$ cat config.mk
export PLATFORM = sky130hd
export DESIGN_NAME = pixel_commit_flat
export DESIGN_NICKNAME = d
export VERILOG_FILES = /design/src/rtl/pixel_commit_if.sv /design/src/rtl/pixel_commit.sv /design/src/flat_wrapper.sv
export SDC_FILE = /design/constraint.sdc
export NUM_CORES = 1
export LEC_CHECK = 0
export CORE_ASPECT_RATIO = 0.8
export CORE_MARGIN = 3
export CORE_UTILIZATION = 53
export CTS_CLUSTER_DIAMETER = 40
export DETAILED_ROUTE_END_ITERATION = 10
export PLACE_DENSITY = 0.77
export SLEW_MARGIN = 25
export SYNTH_ARGS = -nofsm -noshare
export SYNTH_HDL_FRONTEND = slang
export SYNTH_SLANG_ARGS = --single-unit
$ cat constraint.sdc
create_clock -name clk -period 3.3 [get_ports clk]
set_input_delay 0.33 -clock clk [delete_from_list [all_inputs] [get_ports clk]]
set_output_delay 0.33 -clock clk [all_outputs]
set_load 0.02 [all_outputs]
$ cat src/rtl/pixel_commit_if.sv
// Framebuffer write bus between pixel_commit (master) and the framebuffer (slave).
// fb_we is the request/valid; fb_ready accepts it in the same cycle.
interface pixel_commit_if;
   logic [16:0] fb_addr;
   logic [5:0]  fb_data;
   logic        fb_we;
   logic        fb_ready;

   modport master (output fb_addr, output fb_data, output fb_we, input fb_ready);
   modport slave  (input fb_addr, input fb_data, input fb_we, output fb_ready);
endinterface

$ cat src/rtl/pixel_commit.sv
// Buffers drawing-engine pixels in a small FIFO, clips off-screen pixels and
// commits them to the framebuffer; signals frame_done once a finished frame drains.
module pixel_commit #(
   parameter int unsigned WIDTH  = 320,
   parameter int unsigned HEIGHT = 240,
   parameter int unsigned DEPTH  = 4
) (
   input  logic                 clk,
   input  logic                 reset_n,
   input  logic [8:0]           x_in,
   input  logic [7:0]           y_in,
   input  logic [5:0]           colour_in,
   input  logic                 write_en,
   input  logic                 finished_in,
   output logic                 busy,
   pixel_commit_if.master       fb,
   output logic                 frame_done,
   output logic                 overflow,
   output logic [15:0]          clip_count
);
   localparam int unsigned PW = $clog2(DEPTH);
   localparam int unsigned CW = PW + 1;

   typedef enum logic [1:0] {IDLE, STREAM, DRAIN, DONE} state_t;

   state_t        state;
   logic [22:0]   mem [DEPTH];
   logic [PW-1:0] wr_ptr;
   logic [PW-1:0] rd_ptr;
   logic [CW-1:0] count;
   logic [CW-1:0] count_next;
   logic          accept;
   logic          clip;
   logic          push;
   logic          pop;
   logic [16:0]   pix_addr;

   assign busy     = (count == CW'(DEPTH));
   assign accept   = write_en && !busy;
   assign clip     = (32'(x_in) >= WIDTH) || (32'(y_in) >= HEIGHT);
   assign push     = accept && !clip;
   assign pop      = fb.fb_we && fb.fb_ready;
   assign pix_addr = 17'(y_in) * 17'(WIDTH) + 17'(x_in);

   assign fb.fb_we = (count != '0);
   assign {fb.fb_addr, fb.fb_data} = mem[rd_ptr];

   always_comb begin
      count_next = count;
      unique case ({push, pop})
         2'b10:   count_next = count + CW'(1);
         2'b01:   count_next = count - CW'(1);
         default: count_next = count;
      endcase
   end

   // Storage carries no reset: entries are only observed while count != 0.
   always_ff @(posedge clk) begin
      if (push) mem[wr_ptr] <= {pix_addr, colour_in};
   end

   always_ff @(posedge clk) begin
      if (!reset_n) begin
         state      <= IDLE;
         wr_ptr     <= '0;
         rd_ptr     <= '0;
         count      <= '0;
         frame_done <= 1'b0;
         overflow   <= 1'b0;
         clip_count <= '0;
      end else begin
         count      <= count_next;
         frame_done <= 1'b0;
         if (push) wr_ptr <= wr_ptr + PW'(1);
         if (pop)  rd_ptr <= rd_ptr + PW'(1);
         if (write_en && busy) overflow <= 1'b1;
         if (accept && clip && clip_count != '1) clip_count <= clip_count + 16'd1;

         unique case (state)
            IDLE: begin
               if (finished_in)  state <= DRAIN;
               else if (accept)  state <= STREAM;
            end
            STREAM: begin
               if (finished_in) state <= DRAIN;
            end
            // Empty check uses count_next so a final pop this cycle completes the frame.
            DRAIN: begin
               if (count_next == '0) begin
                  state      <= DONE;
                  frame_done <= 1'b1;
               end
            end
            DONE: state <= IDLE;
            default: state <= IDLE;
         endcase
      end
   end
endmodule

$ cat src/flat_wrapper.sv
// flat-port wrapper written by rule: the top's interface ports become plain ports
module pixel_commit_flat 
#(
   parameter int unsigned WIDTH  = 320,
   parameter int unsigned HEIGHT = 240,
   parameter int unsigned DEPTH  = 4
)
  (clk, reset_n, x_in, y_in, colour_in, write_en, finished_in, busy, frame_done, overflow, clip_count, fb_fb_addr, fb_fb_data, fb_fb_we, fb_fb_ready);
  pixel_commit_if fb_i ();
  input  logic clk;
  input  logic reset_n;
  input  logic [8:0] x_in;
  input  logic [7:0] y_in;
  input  logic [5:0] colour_in;
  input  logic write_en;
  input  logic finished_in;
  output logic busy;
  output logic frame_done;
  output logic overflow;
  output logic [15:0] clip_count;
  output wire logic [$bits(fb_i.fb_addr)-1:0] fb_fb_addr;
  output wire logic [$bits(fb_i.fb_data)-1:0] fb_fb_data;
  output wire logic [$bits(fb_i.fb_we)-1:0] fb_fb_we;
  input wire logic [$bits(fb_i.fb_ready)-1:0] fb_fb_ready;
  assign fb_fb_addr = fb_i.fb_addr;
  assign fb_fb_data = fb_i.fb_data;
  assign fb_fb_we = fb_i.fb_we;
  assign fb_i.fb_ready = fb_fb_ready;
  pixel_commit #(.WIDTH(WIDTH), .HEIGHT(HEIGHT), .DEPTH(DEPTH)) u_core (.clk(clk), .reset_n(reset_n), .x_in(x_in), .y_in(y_in), .colour_in(colour_in), .write_en(write_en), .finished_in(finished_in), .busy(busy), .fb(fb_i), .frame_done(frame_done), .overflow(overflow), .clip_count(clip_count));
endmodule
== After elaboration in Yosys (flattened, before gate mapping) ==
Memories as Yosys holds them, arrays and structs flattened. A register that Yosys moved wholly into a read port is not among the register bits.
Cells that the tools add are included.

* Add/sub/neg operators: 6
* Multiply operators: 1
* Order comparisons: 2
* Eq/ne operators: 10
* Mux-type cells: 11
* Reductions and logical operators: 14

{| class="wikitable"
|+ Operator list
! operator !! count
|-
| $add A17 B9 Y17 || 1
|-
| $add A16 B1 Y16 const B || 1
|-
| $ne A16 B16 Y1 const B || 1
|-
| $mux W2 || 6
|-
| $mul A8 B3 Y11 const B || 1
|-
| $ge A9 B9 Y1 const B || 1
|-
| $ge A8 B8 Y1 const B || 1
|-
| $pmux W2 S4 || 1
|-
| $eq A2 B2 Y1 const B || 3
|-
| $logic_and A1 B1 Y1 || 6
|-
| $pmux W3 S2 || 1
|-
| $add A2 B1 Y2 const B || 2
|-
| $eq A2 B1 Y1 const B || 2
|-
| $add A3 B1 Y3 const B || 1
|-
| $eq A3 B3 Y1 const B || 1
|-
| $logic_not A3 Y1 || 1
|-
| $mux W1 || 3
|-
| $ne A3 B2 Y1 const B || 1
|-
| $reduce_and A3 Y1 || 1
|-
| $reduce_bool A3 Y1 || 1
|-
| $sub A3 B1 Y3 const B || 1
|-
| $logic_not A1 Y1 || 2
|-
| $logic_not A2 Y1 || 1
|-
| $ne A2 B1 Y1 const B || 1
|-
| other kinds (3) || 3
|}

* Register bits after elaboration: 27
* RAM bits: 92
* Input bits: 28
* Output and inout port bits: 43
* Word-level logic and storage cells: 52
* Memories kept: 1

{| class="wikitable"
|+ Memory list
! name !! words !! width !! read ports !! clocked after Yosys merged registers in !! wr ports !! line !! text
|-
| u_core.mem || 4 || 23 || 1 || 1 || 1 || pixel_commit.sv:27 || <nowiki>logic [22:0] mem [DEPTH];</nowiki>
|}

== Depth between registers and ports, before layout ==
* Depth after elaboration: 9
* Gate-level depth with buffers: 12
* Gate-level depth less buffers: 12

== Worst setup path after synthesis ==
OpenSTA, ideal clock, no wires.

* Kind: register -> register
* From: reg u_core.count[0]
* To: reg u_core.state[0]
* Library setup time: 0.091 ns
* Arrival: 2.765 ns
* Required time: 3.209 ns
* Setup slack: 0.444 ns
* Cell stages (with the launch flop): 12
* Path buffers: 0
* Period minus slack after synthesis: 2.856 ns
* Path through: dfxtp_1 -> nor3b_2 -> nor3_2 -> inv_1 -> ha_1 -> inv_1 -> fa_1 -> xor2_1 -> o21a_1 -> o31ai_1 -> a21oi_1 -> a311oi_1

* Longest elaborated chain between the ends: 9
* Elaborated cells on any way between the ends: 15
* Classes of those cells: add/sub (2); eq/ne (5); mux (1); reduce/logical (7)

{| class="wikitable"
|+ Ends and longest elaborated chain
! item !! line !! text
|-
| start, declared || pixel_commit.sv:30 || <nowiki>logic [CW-1:0] count;</nowiki>
|-
| start signal, assigned || pixel_commit.sv:72 || <nowiki>count <= count_next;</nowiki>
|-
| $eq A3 B3 Y1 * || pixel_commit.sv:38 || <nowiki>assign busy = (count == CW'(DEPTH));</nowiki>
|-
| via busy || flat_wrapper.sv:17 || <nowiki>output logic busy;</nowiki>
|-
| $logic_not A1 Y1 * || pixel_commit.sv:39 || <nowiki>assign accept = write_en && !busy;</nowiki>
|-
| $logic_and A1 B1 Y1 * || pixel_commit.sv:39 ||
|-
| $logic_and A1 B1 Y1 || pixel_commit.sv:41 || <nowiki>assign push = accept && !clip;</nowiki>
|-
| $eq A2 B1 Y1 / $eq A2 B2 Y1 (equally long branches) || pixel_commit.sv:50 || <nowiki>unique case ({push, pop})</nowiki>
|-
| $pmux W3 S2 || pixel_commit.sv:50 ||
|-
| $logic_not A3 Y1 || pixel_commit.sv:89 || <nowiki>if (count_next == '0) begin</nowiki>
|-
| $ne A2 B1 Y1 (no source line) || -- ||
|-
| $reduce_and A3 Y1 (no source line) * || -- ||
|-
| end signal, assigned || pixel_commit.sv:90 || <nowiki>state <= DONE;</nowiki>
|-
| end signal, assigned || pixel_commit.sv:94 || <nowiki>DONE: state <= IDLE;</nowiki>
|-
| end signal, assigned || pixel_commit.sv:95 || <nowiki>default: state <= IDLE;</nowiki>
|-
| end, declared || pixel_commit.sv:26 || <nowiki>state_t state;</nowiki>
|}

The timed path passes the listed nets; every way through them passes the cells marked *.
A chain may end at the register's enable or synchronous reset.

== Worst setup path in the final report ==
* From: reg u_core.count[2]
* To: reg u_core.state[0]

* Longest elaborated chain between the ends: 9
* Elaborated cells on any way between the ends: 15
* Classes of those cells: add/sub (2); eq/ne (5); mux (1); reduce/logical (7)

{| class="wikitable"
|+ Ends and longest elaborated chain
! item !! line
|-
| $eq A3 B3 Y1 || pixel_commit.sv:38
|-
| $logic_not A1 Y1 || pixel_commit.sv:39
|-
| $logic_and A1 B1 Y1 || pixel_commit.sv:39
|-
| $logic_and A1 B1 Y1 || pixel_commit.sv:41
|-
| $eq A2 B1 Y1 / $eq A2 B2 Y1 (equally long branches) || pixel_commit.sv:50
|-
| $pmux W3 S2 || pixel_commit.sv:50
|-
| $logic_not A3 Y1 || pixel_commit.sv:89
|-
| $ne A2 B1 Y1 (no source line) || --
|-
| $reduce_and A3 Y1 (no source line) * || --
|}

Every way passes the cells marked *; elsewhere a longest branch is shown, timed or not.

==> impl_metrics.json <==
{
  "die_w_um": 120,
  "synthTopCellsByArea": "edfxtp_1 (50%), dfxtp_1 (11%), mux4_2 (9.4%), ha_1 (5.7%), xor2_1 (2.2%)",
  "r2r-end": "u_core.state[0]",
  "final_util_pct": 70.7,
  "leakage_nw": 2.45,
  "cts_setup_buffers": 0,
  "ios": 71,
  "avgSynthCellArea_um2": 15.0,
  "insertion_delay_ns": 0.40,
  "slowest_stage": "fa_1",
  "maxSlewViolCount": 0,
  "arrival_ns": 3.24,
  "syn_area_um2": 5510,
  "wl_per_cell_um": 17.7,
  "synth-async-reset-ratio_pct": 0,
  "irDropWorstVdd_mv": 0.473,
  "portBuffers": 70,
  "syn_inst": 368,
  "hold_depth": 2,
  "yosysUniqueCellTypes": 55,
  "worstSetupEndpointType": "flop",
  "finalNetCount": 516,
  "drt-initial-drc-count": 219,
  "yosysTopAreaCell": "edfxtp_1",
  "vias": 3357,
  "drive_gt1_share_pct": 16.7,
  "grt_antenna_before_repair": 0,
  "hp-class": "reg2reg",
  "via_per_inst": 5.52,
  "grt_pass1_vias": 3475,
  "gr-total-overflow": 0,
  "cts_sinks": 121,
  "cts_tree": "built",
  "cts_resized": 0,
  "r2r_cells": 11,
  "worst_r2r_startpoint": "u_core.count[2]",
  "synth.top_cells.by_count": "edfxtp_1 (92), dfxtp_1 (29), ha_1 (25)",
  "path_delay_family": "compound AO/OA/AOI/OAI gates",
  "place.gp.congestion": 0.814,
  "yosysMostFrequentCell": "edfxtp_1",
  "hold_violations": 0,
  "drc": 0,
  "area_delta_synth_final_pct": 26.9,
  "power.density_nw_per_um2": 709,
  "core_um2": 9890,
  "path_clk_slew_ns": 0.06,
  "die_h_um": 97.2,
  "cts_root_buffer": "clkbuf_16",
  "path_buf_inv": 2,
  "crit_type": "reg2reg",
  "wl_um": 10700,
  "ant_nets": 0,
  "place_hpwl_um": 7040,
  "synth_enable_flop_cells": 92,
  "syn_nets": 424,
  "fin_worst_skew_ns": 0.0103,
  "hold_end": "u_core.overflow",
  "start_kind": "flop",
  "yosysWarnings": 0,
  "fmax_ghz": 0.341,
  "grt_usage_pct": 19.8,
  "numCtsBuffers": 17,
  "grt_first_pass_wirelength_um": 17800,
  "yosysTopAreaCellShare_pct": 50.1,
  "fin_tns_setup_ns": 0,
  "grt_max_degree": 24,
  "slew_headroom_pct": 65.5,
  "cp.required_ns": 3.61,
  "clockBufferDepth": 2,
  "ys_seq_area_share_pct": 60.7,
  "nFillCells": 685,
  "post-route-period-util_pct": 88.8,
  "cp_common_cell": "inv_1",
  "finalCriticalPeriod_ns": 2.93,
  "antenna_cells": 0,
  "htree_levels": 4,
  "hold_start": "u_core.overflow",
  "num_rows": 32,
  "rsz0062_at_grt": "no",
  "synth_ff_type": "edfxtp_1",
  "max_stage_delay_ns": 0.52,
  "initial_core_util_pct": 55.7,
  "firstDrtPassIters": 4,
  "drv_cap": 0,
  "dieArea_um2": 11700,
  "critPathMaxFanout": 5,
  "status": "completed",
  "tightest_slew_ns": 0.514,
  "setup_viol": 0,
  "crit_chain": "nor3b_2 -> nor3_2 -> inv_1 -> ha_1 -> inv_1 -> fa_1 -> nor2b_1 -> mux2i_1 -> o31ai_1 -> a21oi_1 -> a311oi_1",
  "reg2reg_slack_ns": 0.37,
  "ys_seq_elements": 121,
  "ctsHoldBuffers": 0
}
==> through the flow <==
stage | instance area, um2 | cells | hold WS, ns | setup slack (ns) | total power [mW]
6_report | 6990 | 608 | 0.493 | 0.370 | 4.95
5_1_grt | 6990 | 608 | 0.557 | 0.0717 | 5.19
4_1_cts | 6990 | 608 | 0.498 | 0.334 | 5.02
3_5_place_dp | 6430 | 577 | 0.478 | 0.114 | 3.26
3_3_place_gp | 6430 | 577 | 0.453 | 0.207 | 3.23
2_1_floorplan | 5510 | 368 | 0.429 | 0.444 | 2.76
==> how the worst max path moves through the flow <==
stage	startpoint	endpoint	slack [ns]	cells after the start
3_5_place_dp	x_in[7]	u_core.state[0]	0.11	13
4_1_cts	u_core.count[2]	u_core.state[1]	0.33	11
3_3_place_gp	x_in[7]	u_core.state[1]	0.21	13
5_1_grt	u_core.count[2]	u_core.state[0]	0.07	11
2_1_floorplan	u_core.count[0]	u_core.state[0]	0.44	11
6_report	u_core.count[2]	u_core.state[0]	0.37	11
==> power breakdown <==
part	internal (mW)	switching (mW)
logic	0.672	0.698
registers	1.80	0.0556
clock network	1.10	0.633
==> layout by cell type (no fill, tap or decap), types with 7 or more instances in the layout <==
cell type / netlist / final
mux4_2: 23 / 23
ha_1: 25 / 25
xor2_1: 14 / 14
inv_1: 19 / 19
xnor2_1: 12 / 12
edfxtp_1: 92 / 92
clkdlybuf4s50_1: 0 / 70
nor2_1: 24 / 24
o21ai_0: 7 / 7
nand2_1: 9 / 9
a21oi_1: 7 / 7
buf_4: 1 / 12
dfxtp_1: 29 / 28
and2_1: 8 / 8
clkbuf_16: 0 / 17
nor2b_1: 7 / 7
==> state kept, by name (all words and copies together), names as in the netlist, named ones only <==
| signal | count |
|---|---|
| u_core.rd_ptr | 2 |
| u_core.overflow | 1 |
| u_core.state | 2 |
| u_core.clip_count | 16 |
| u_core.mem | 92 |
| u_core.wr_ptr | 2 |
| u_core.count | 3 |
| u_core.frame_done | 1 |
==> area by class of cell <==
cell class | count | area (um2) | share of cell area [%]
Tap cell | 136 | 170 | 2.43
Clock buffer | 18 | 429 | 6.14
Sequential cell | 121 | 3340 | 47.8
Clock inverter | 13 | 129 | 1.84
Timing Repair Buffer | 82 | 791 | 11.3
Multi-Input combinational cell | 218 | 2050 | 29.4
Inverter | 20 | 75.1 | 1.07
==> tightest hold or removal path: stages, from the launching register on <==
cell and delay [ns]:
dfxtp_1 0.34, a21oi_1 0.05, nor2_1 0.07
==> layer usage <==
layer,wire length (um),up-vias,track usage (%),share of wire (%)
li1,-,1606,-,-
met1,4780,1656,25.4,45
met2,5360,76,32.3,50
met3,425,19,6.58,4.0
met4,163,0,5.81,1.5
met5,0,-,0,0
==> cell families (layout without fill, tap and decap cells) <==
group | count (synthesis) | count (layout) | synth area share, %
compound gates | 44 | 44 | 5.79
xor+xnor | 26 | 26 | 4.13
fa+ha+maj | 28 | 28 | 6.77
simple gates | 92 | 92 | 10.2
mux | 28 | 28 | 10.3
flops | 121 | 121 | 60.7
buf+inv | 29 | 133 | 2.09
Note: power is estimated with default switching activity, not from simulation.
